<file path="src/rtl/uart_frame_pkg.sv">
// Shared state codes, default header and frame-length helpers for uart_frame_tx.
// Frame length includes the checksum byte when UART_FRAME_CSUM_EN is defined.
package uart_frame_pkg;

    typedef enum logic [2:0] {
        ST_IDLE   = 3'd0,
        ST_ISSUE  = 3'd1,
        ST_WAIT   = 3'd2,
        ST_FINISH = 3'd3,
        ST_ABORT  = 3'd4
    } state_e;

    localparam logic [7:0] DEFAULT_HEADER = 8'hA5;

`ifdef UART_FRAME_CSUM_EN
    localparam int unsigned CSUM_BYTES = 1;
`else
    localparam int unsigned CSUM_BYTES = 0;
`endif

    // Header + payload bytes (+ checksum byte when enabled).
    function automatic int unsigned frame_bytes(input int unsigned data_w);
        return 1 + data_w / 8 + CSUM_BYTES;
    endfunction

    function automatic int unsigned idx_width(input int unsigned nb);
        return (nb > 1) ? $clog2(nb) : 1;
    endfunction

endpackage

</file>
<file path="src/rtl/uart_frame_tx.sv">
// Frame sender: HEADER, payload bytes LSB first, optional XOR checksum byte, over the UART byte handshake.
// Build option: define UART_FRAME_CSUM_EN to append the checksum byte.
module uart_frame_tx
    import uart_frame_pkg::*;
#(
    parameter int unsigned DATA_W      = 32,
    parameter logic [7:0]  HEADER      = DEFAULT_HEADER,
    parameter int unsigned TIMEOUT_CYC = 65535
) (
    input  logic              clk,
    input  logic              rst,
    input  logic              send,
    input  logic [DATA_W-1:0] data,
    output logic              busy,
    output logic              send_done,
    output logic              err,
    output logic              uart_send,
    output logic [7:0]        uart_send_data,
    input  logic              uart_send_done,
    output logic [3:0]        sta
);

    localparam int unsigned NB    = frame_bytes(DATA_W);
    localparam int unsigned SR_W  = NB * 8;
    localparam int unsigned IDX_W = idx_width(NB);
    localparam int unsigned CNT_W = (TIMEOUT_CYC > 1) ? $clog2(TIMEOUT_CYC + 1) : 1;

    localparam logic [IDX_W-1:0] IDX_LAST = IDX_W'(NB - 1);
    localparam logic [CNT_W-1:0] CNT_LAST = CNT_W'((TIMEOUT_CYC > 0) ? TIMEOUT_CYC - 1 : 0);

    state_e            state_q, state_d;
    logic [SR_W-1:0]   sr_q, sr_d;
    logic [IDX_W-1:0]  idx_q, idx_d;
    logic [CNT_W-1:0]  cnt_q, cnt_d;
    logic              busy_q, busy_d;
    logic              send_done_q, send_done_d;
    logic              err_q, err_d;
    logic              uart_send_q, uart_send_d;
    logic [7:0]        tx_byte_q, tx_byte_d;
    logic [SR_W-1:0]   frame_load;

    // The whole frame is loaded at accept so every byte is simply sr_q[7:0].
`ifdef UART_FRAME_CSUM_EN
    logic [7:0] csum;
    always_comb begin
        csum = HEADER;
        for (int unsigned i = 0; i < DATA_W / 8; i++) begin
            csum = csum ^ data[i*8 +: 8];
        end
    end
    assign frame_load = {csum, data, HEADER};
`else
    assign frame_load = {data, HEADER};
`endif

    always_comb begin
        state_d     = state_q;
        sr_d        = sr_q;
        idx_d       = idx_q;
        cnt_d       = cnt_q;
        busy_d      = busy_q;
        send_done_d = 1'b0;
        err_d       = 1'b0;
        uart_send_d = 1'b0;
        tx_byte_d   = tx_byte_q;

        case (state_q)
            ST_IDLE: begin
                if (send) begin
                    sr_d    = frame_load;
                    idx_d   = '0;
                    busy_d  = 1'b1;
                    state_d = ST_ISSUE;
                end
            end
            ST_ISSUE: begin
                tx_byte_d   = sr_q[7:0];
                uart_send_d = 1'b1;
                cnt_d       = '0;
                state_d     = ST_WAIT;
            end
            ST_WAIT: begin
                // Pulses are registered so they line up with the FINISH/ABORT cycle.
                if (uart_send_done) begin
                    if (idx_q == IDX_LAST) begin
                        send_done_d = 1'b1;
                        busy_d      = 1'b0;
                        state_d     = ST_FINISH;
                    end else begin
                        idx_d   = idx_q + 1'b1;
                        sr_d    = sr_q >> 8;
                        state_d = ST_ISSUE;
                    end
                end else if ((TIMEOUT_CYC != 0) && (cnt_q == CNT_LAST)) begin
                    err_d   = 1'b1;
                    busy_d  = 1'b0;
                    state_d = ST_ABORT;
                end else begin
                    cnt_d = cnt_q + 1'b1;
                end
            end
            ST_FINISH, ST_ABORT: begin
                idx_d   = '0;
                cnt_d   = '0;
                state_d = ST_IDLE;
            end
            default: begin
                state_d = ST_IDLE;
            end
        endcase
    end

    always_ff @(posedge clk) begin
        if (rst) begin
            state_q     <= ST_IDLE;
            sr_q        <= '0;
            idx_q       <= '0;
            cnt_q       <= '0;
            busy_q      <= 1'b0;
            send_done_q <= 1'b0;
            err_q       <= 1'b0;
            uart_send_q <= 1'b0;
            tx_byte_q   <= 8'h00;
        end else begin
            state_q     <= state_d;
            sr_q        <= sr_d;
            idx_q       <= idx_d;
            cnt_q       <= cnt_d;
            busy_q      <= busy_d;
            send_done_q <= send_done_d;
            err_q       <= err_d;
            uart_send_q <= uart_send_d;
            tx_byte_q   <= tx_byte_d;
        end
    end

    assign busy           = busy_q;
    assign send_done      = send_done_q;
    assign err            = err_q;
    assign uart_send      = uart_send_q;
    assign uart_send_data = tx_byte_q;
    assign sta            = {1'b0, state_q};

endmodule

</file>
<file path="config.mk">
export PLATFORM = sky130hd
export DESIGN_NAME = uart_frame_tx
export DESIGN_NICKNAME = d
export VERILOG_FILES = /design/src/rtl/uart_frame_pkg.sv /design/src/rtl/uart_frame_tx.sv
export SDC_FILE = /design/constraint.sdc
export NUM_CORES = 1
export LEC_CHECK = 0
export CAP_MARGIN = 20
export CORE_MARGIN = 1.5
export CORE_UTILIZATION = 53
export DETAILED_ROUTE_END_ITERATION = 8
export PLACE_DENSITY = 0.79
export SETUP_SLACK_MARGIN = 0.2
export SLEW_MARGIN = 0
export SYNTH_ARGS = -nofsm -noshare
export SYNTH_HDL_FRONTEND = slang
export SYNTH_SLANG_ARGS = --single-unit
export TNS_END_PERCENT = 50
</file>
<file path="constraint.sdc">
create_clock -name clk -period 2.9 [get_ports clk]
set_clock_uncertainty 0.15 [all_clocks]
set_input_delay 0.58 -clock clk [delete_from_list [all_inputs] [get_ports clk]]
set_output_delay 0.58 -clock clk [all_outputs]
set_load 0.03 [all_outputs]
</file>
==> run_results.csv, run 1 <==
group,metric,value,unit
placement,finalWeightedCongestion,0.895,
worst_setup_path,arrival,1.76,ns
sta,maxSlewViolCount,0,
placement,placed_area,0.00382,sq mm
floorplan,start_util,55.2,%
worst_setup_path,setup.worst_path.start_class,"flop",
worst_setup_path,cp_max_fo,10,
worst_setup_path,r2r_cells,6,
layout,finalInstanceArea,0.00401,sq mm
worst_setup_path,required,2.17,ns
worst_setup_path,critPathCaptureType,"output pin",
worst_setup_path,worst-path-buf-inv,1,
sta,tightest_slew,0.632,ns
power_and_ir_drop,power.density,538,mW/mm^2
layout,fin_nets,462,
route,dr.pass1.iters,4,
worst_hold_path,hold_start,"sr_q[4]",
power_and_ir_drop,p_total,2160,uW
floorplan,num_io_pins,52,
power_and_ir_drop,leakage,0.00139,uW
placement,hpwl,4.82,mm
sta,fmax,402,MHz
sta,max_slew_margin,57.9,%
sta,fin_crit,2.49,ns
synthesis,synth-xor-area-share,0,%
cts,cts_setup_buffers,0,
sta,setup_viol,0,
route,routedWlPerCell,14.2,um
route,drcViolationCount,0,
grt,grt_usage,23.4,%
synthesis,ys_seq_area_share,45.1,%
worst_setup_path,r2r-start,"state_q[1]",
grt,grt_antenna_before_repair,0,
grt,use_met1,33.3,%
cts,clockRootBuffer,"clkbuf_8",
synthesis,syn_area,0.00329,sq mm
layout,final_cell_mix,"dfxtp_1, nand2_1, a21oi_1, clkdlybuf4s50_1, a311oi_1",
sta,finalHoldViolations,0,
layout,drive_gt1_share,7.96,%
layout,postLayoutCoreUtil,67.4,%
layout,diodes,0,
cts,cts_tree,"yes",
synthesis,synth_top_family_by_area,"compound AO/OA/AOI/OAI gates",
sta,rsz0062_at_grt,"no",
cts,clock_latency,0.35,ns
worst_setup_path,crit_cells,1,
route,drt_iter0_markers,198,
cts,numClockSinks,74,
grt,use_met2,33.3,%
synthesis,synth_simple_gate_area_share,22.1,%
floorplan,die_h,81.8,um
worst_setup_path,crit_type,"reg -> out",
route,wirelength,7.13,mm
floorplan,die_w,81.8,um
route,via_count,2973,
synthesis,synthAdderAreaFrac,1.52,%
grt,grt_use_met3,4.89,%
worst_setup_path,critical_path.top_delay_family,"buffers and inverters",
placement,io_buffers,50,
floorplan,num_rows,28,
grt,grt_overflow,0,
power_and_ir_drop,ir_drop,0.337,mV
worst_setup_path,crit_start,"state_q[0]",
cts,htreeDepth,3,
grt,grt_max_degree,41,
cts,ctsHoldBuffers,0,
sta,tns,0,ns
layout,area_delta_synth_final,22.0,%
synthesis,synth_seq_cells,74,
synthesis,yosysUniqueCellTypes,46,
sta,finalCritPeriodShare,85.8,%
run,drv_cap,0,
run_status,status,"finished clean",
placement,dp_cells,486,
cts,cts_buffers,9,
grt,grt_pass1_vias,2637,
cts,cts_resized,0,
worst_hold_path,hold_depth,2,
worst_setup_path,worst_path_max_delay_cell,"clkdlybuf4s50_1",
synthesis,postSynthCellCount,383,
grt,grt_pass1_wl,12.1,mm
layout,fin_cells,502,
route,viasPerCell,5.92,
route,antenna_left,0,
synthesis,ys_warn_count,0,
synthesis,syn_avg_cell_area,8.59,sq um
grt,busiest_layer,"met2",
synthesis,synth_mux_area_share,2.78,%
cts,clkSlewWorstSetupHoldPaths,0.07,ns
layout,layout_commonest_cell,"dfxtp_1",
worst_setup_path,cpPeakStageDelay,0.78,ns
synthesis,synth_nets,423,
floorplan,coreArea,0.00596,sq mm
cts,cts_buffer_depth,2,
floorplan,die_area,0.00669,sq mm
worst_setup_path,crit_chain,"clkdlybuf4s50_1",
synthesis,synth_compound_area_share,23.3,%
worst_hold_path,hp-class,"reg -> reg",
cell usage after synthesis, drive strengths merged:
library cell,number,area share [%]
and3,1,0.19
o221ai,1,0.27
nor2,13,1.5
nor4b,1,0.72
o31a,1,0.27
nand2b,2,0.38
o21a,2,0.46
a2bb2oi,1,0.27
and4,4,1.1
a311oi,25,6.7
o41ai,2,0.53
and2,4,0.76
conb,1,0.11
inv,7,0.80
nor3,13,2.0
nand4,10,1.9
o21ai,12,1.8
nor3b,2,0.80
a21boi,1,0.23
mux2i,8,2.4
a21oi,49,7.5
nor2b,3,0.57
or4,7,1.6
or3,6,1.1
nand2,58,6.6
nor4,6,1.1
o31ai,5,1.1
o211ai,1,0.23
a31oi,1,0.19
nand3,8,1.4
or2,2,0.38
a22oi,1,0.23
a211o,1,0.27
clkbuf,22,2.5
dfxtp,74,45
a22o,9,2.4
a211oi,4,0.91
mux2,1,0.34
buf,10,1.8
ha,4,1.5
final cells by class:
cell class                 count  area [sq um]
clock inverter                 6          66.3
sequential                    74          1480
clock buffer                  10           128
multi-input combinational    270          1650
tap                           75          93.8
inverter                       7          26.3
timing repair buffer          60           571
fill                         510          1940
final timing paths:
check	endpoint	slack, ns
max reg2reg	sr_q[15]	0.80
max	sta[0]	0.41
min reg2reg	sr_q[4]	0.33
min	sr_q[4]	0.33
power breakdown:
group	total [uW]	internal [uW]	switching [uW]
sequential	1100	1070	33.8
clock	784	399	385
combinational	270	127	143
logic make-up (layout without fill, tap and decap cells):
family	count (synthesis)	count (layout)
compound gates	116	116
fa+ha+maj	4	4
buf+inv	39	83
flops	74	74
mux	9	9
other cells	1	1
simple gates	140	140
metal layers:
metal	part of all wire [%]	up-vias	routed length, um
li1	-	1498	-
met1	49	1392	3490
met2	44	65	3150
met3	4.8	18	339
met4	2.0	0	144
met5	0	-	0
through the flow:
step / hold slack (ns) / worst slack, ns
after floorplan: 0.299 / 0.849
after global placement: 0.312 / 0.431
after detailed placement: 0.319 / 0.381
after CTS: 0.326 / 0.408
after global routing: 0.354 / 0.349
final: 0.329 / 0.412
sequential cells by signal (all words and copies together) (netlist names), 3 cells and up:
name	count
uart_send_data	8
cnt_q	16
idx_q	3
state_q	3
sr_q	40
Note: power is estimated with default switching activity, not from simulation.
==> run 2, diff against run 1 <==
--- a/config.mk
+++ b/config.mk
@@ -5,12 +5,10 @@
 export SDC_FILE = /design/constraint.sdc
 export NUM_CORES = 1
 export LEC_CHECK = 0
-export CAP_MARGIN = 20
 export CORE_MARGIN = 1.5
 export CORE_UTILIZATION = 53
 export DETAILED_ROUTE_END_ITERATION = 8
 export PLACE_DENSITY = 0.79
-export SETUP_SLACK_MARGIN = 0.2
 export SLEW_MARGIN = 0
 export SYNTH_ARGS = -nofsm -noshare
 export SYNTH_HDL_FRONTEND = slang
==> results of run 2 <==
No change in the layout: final DEF, timing and power equal those of run 1.
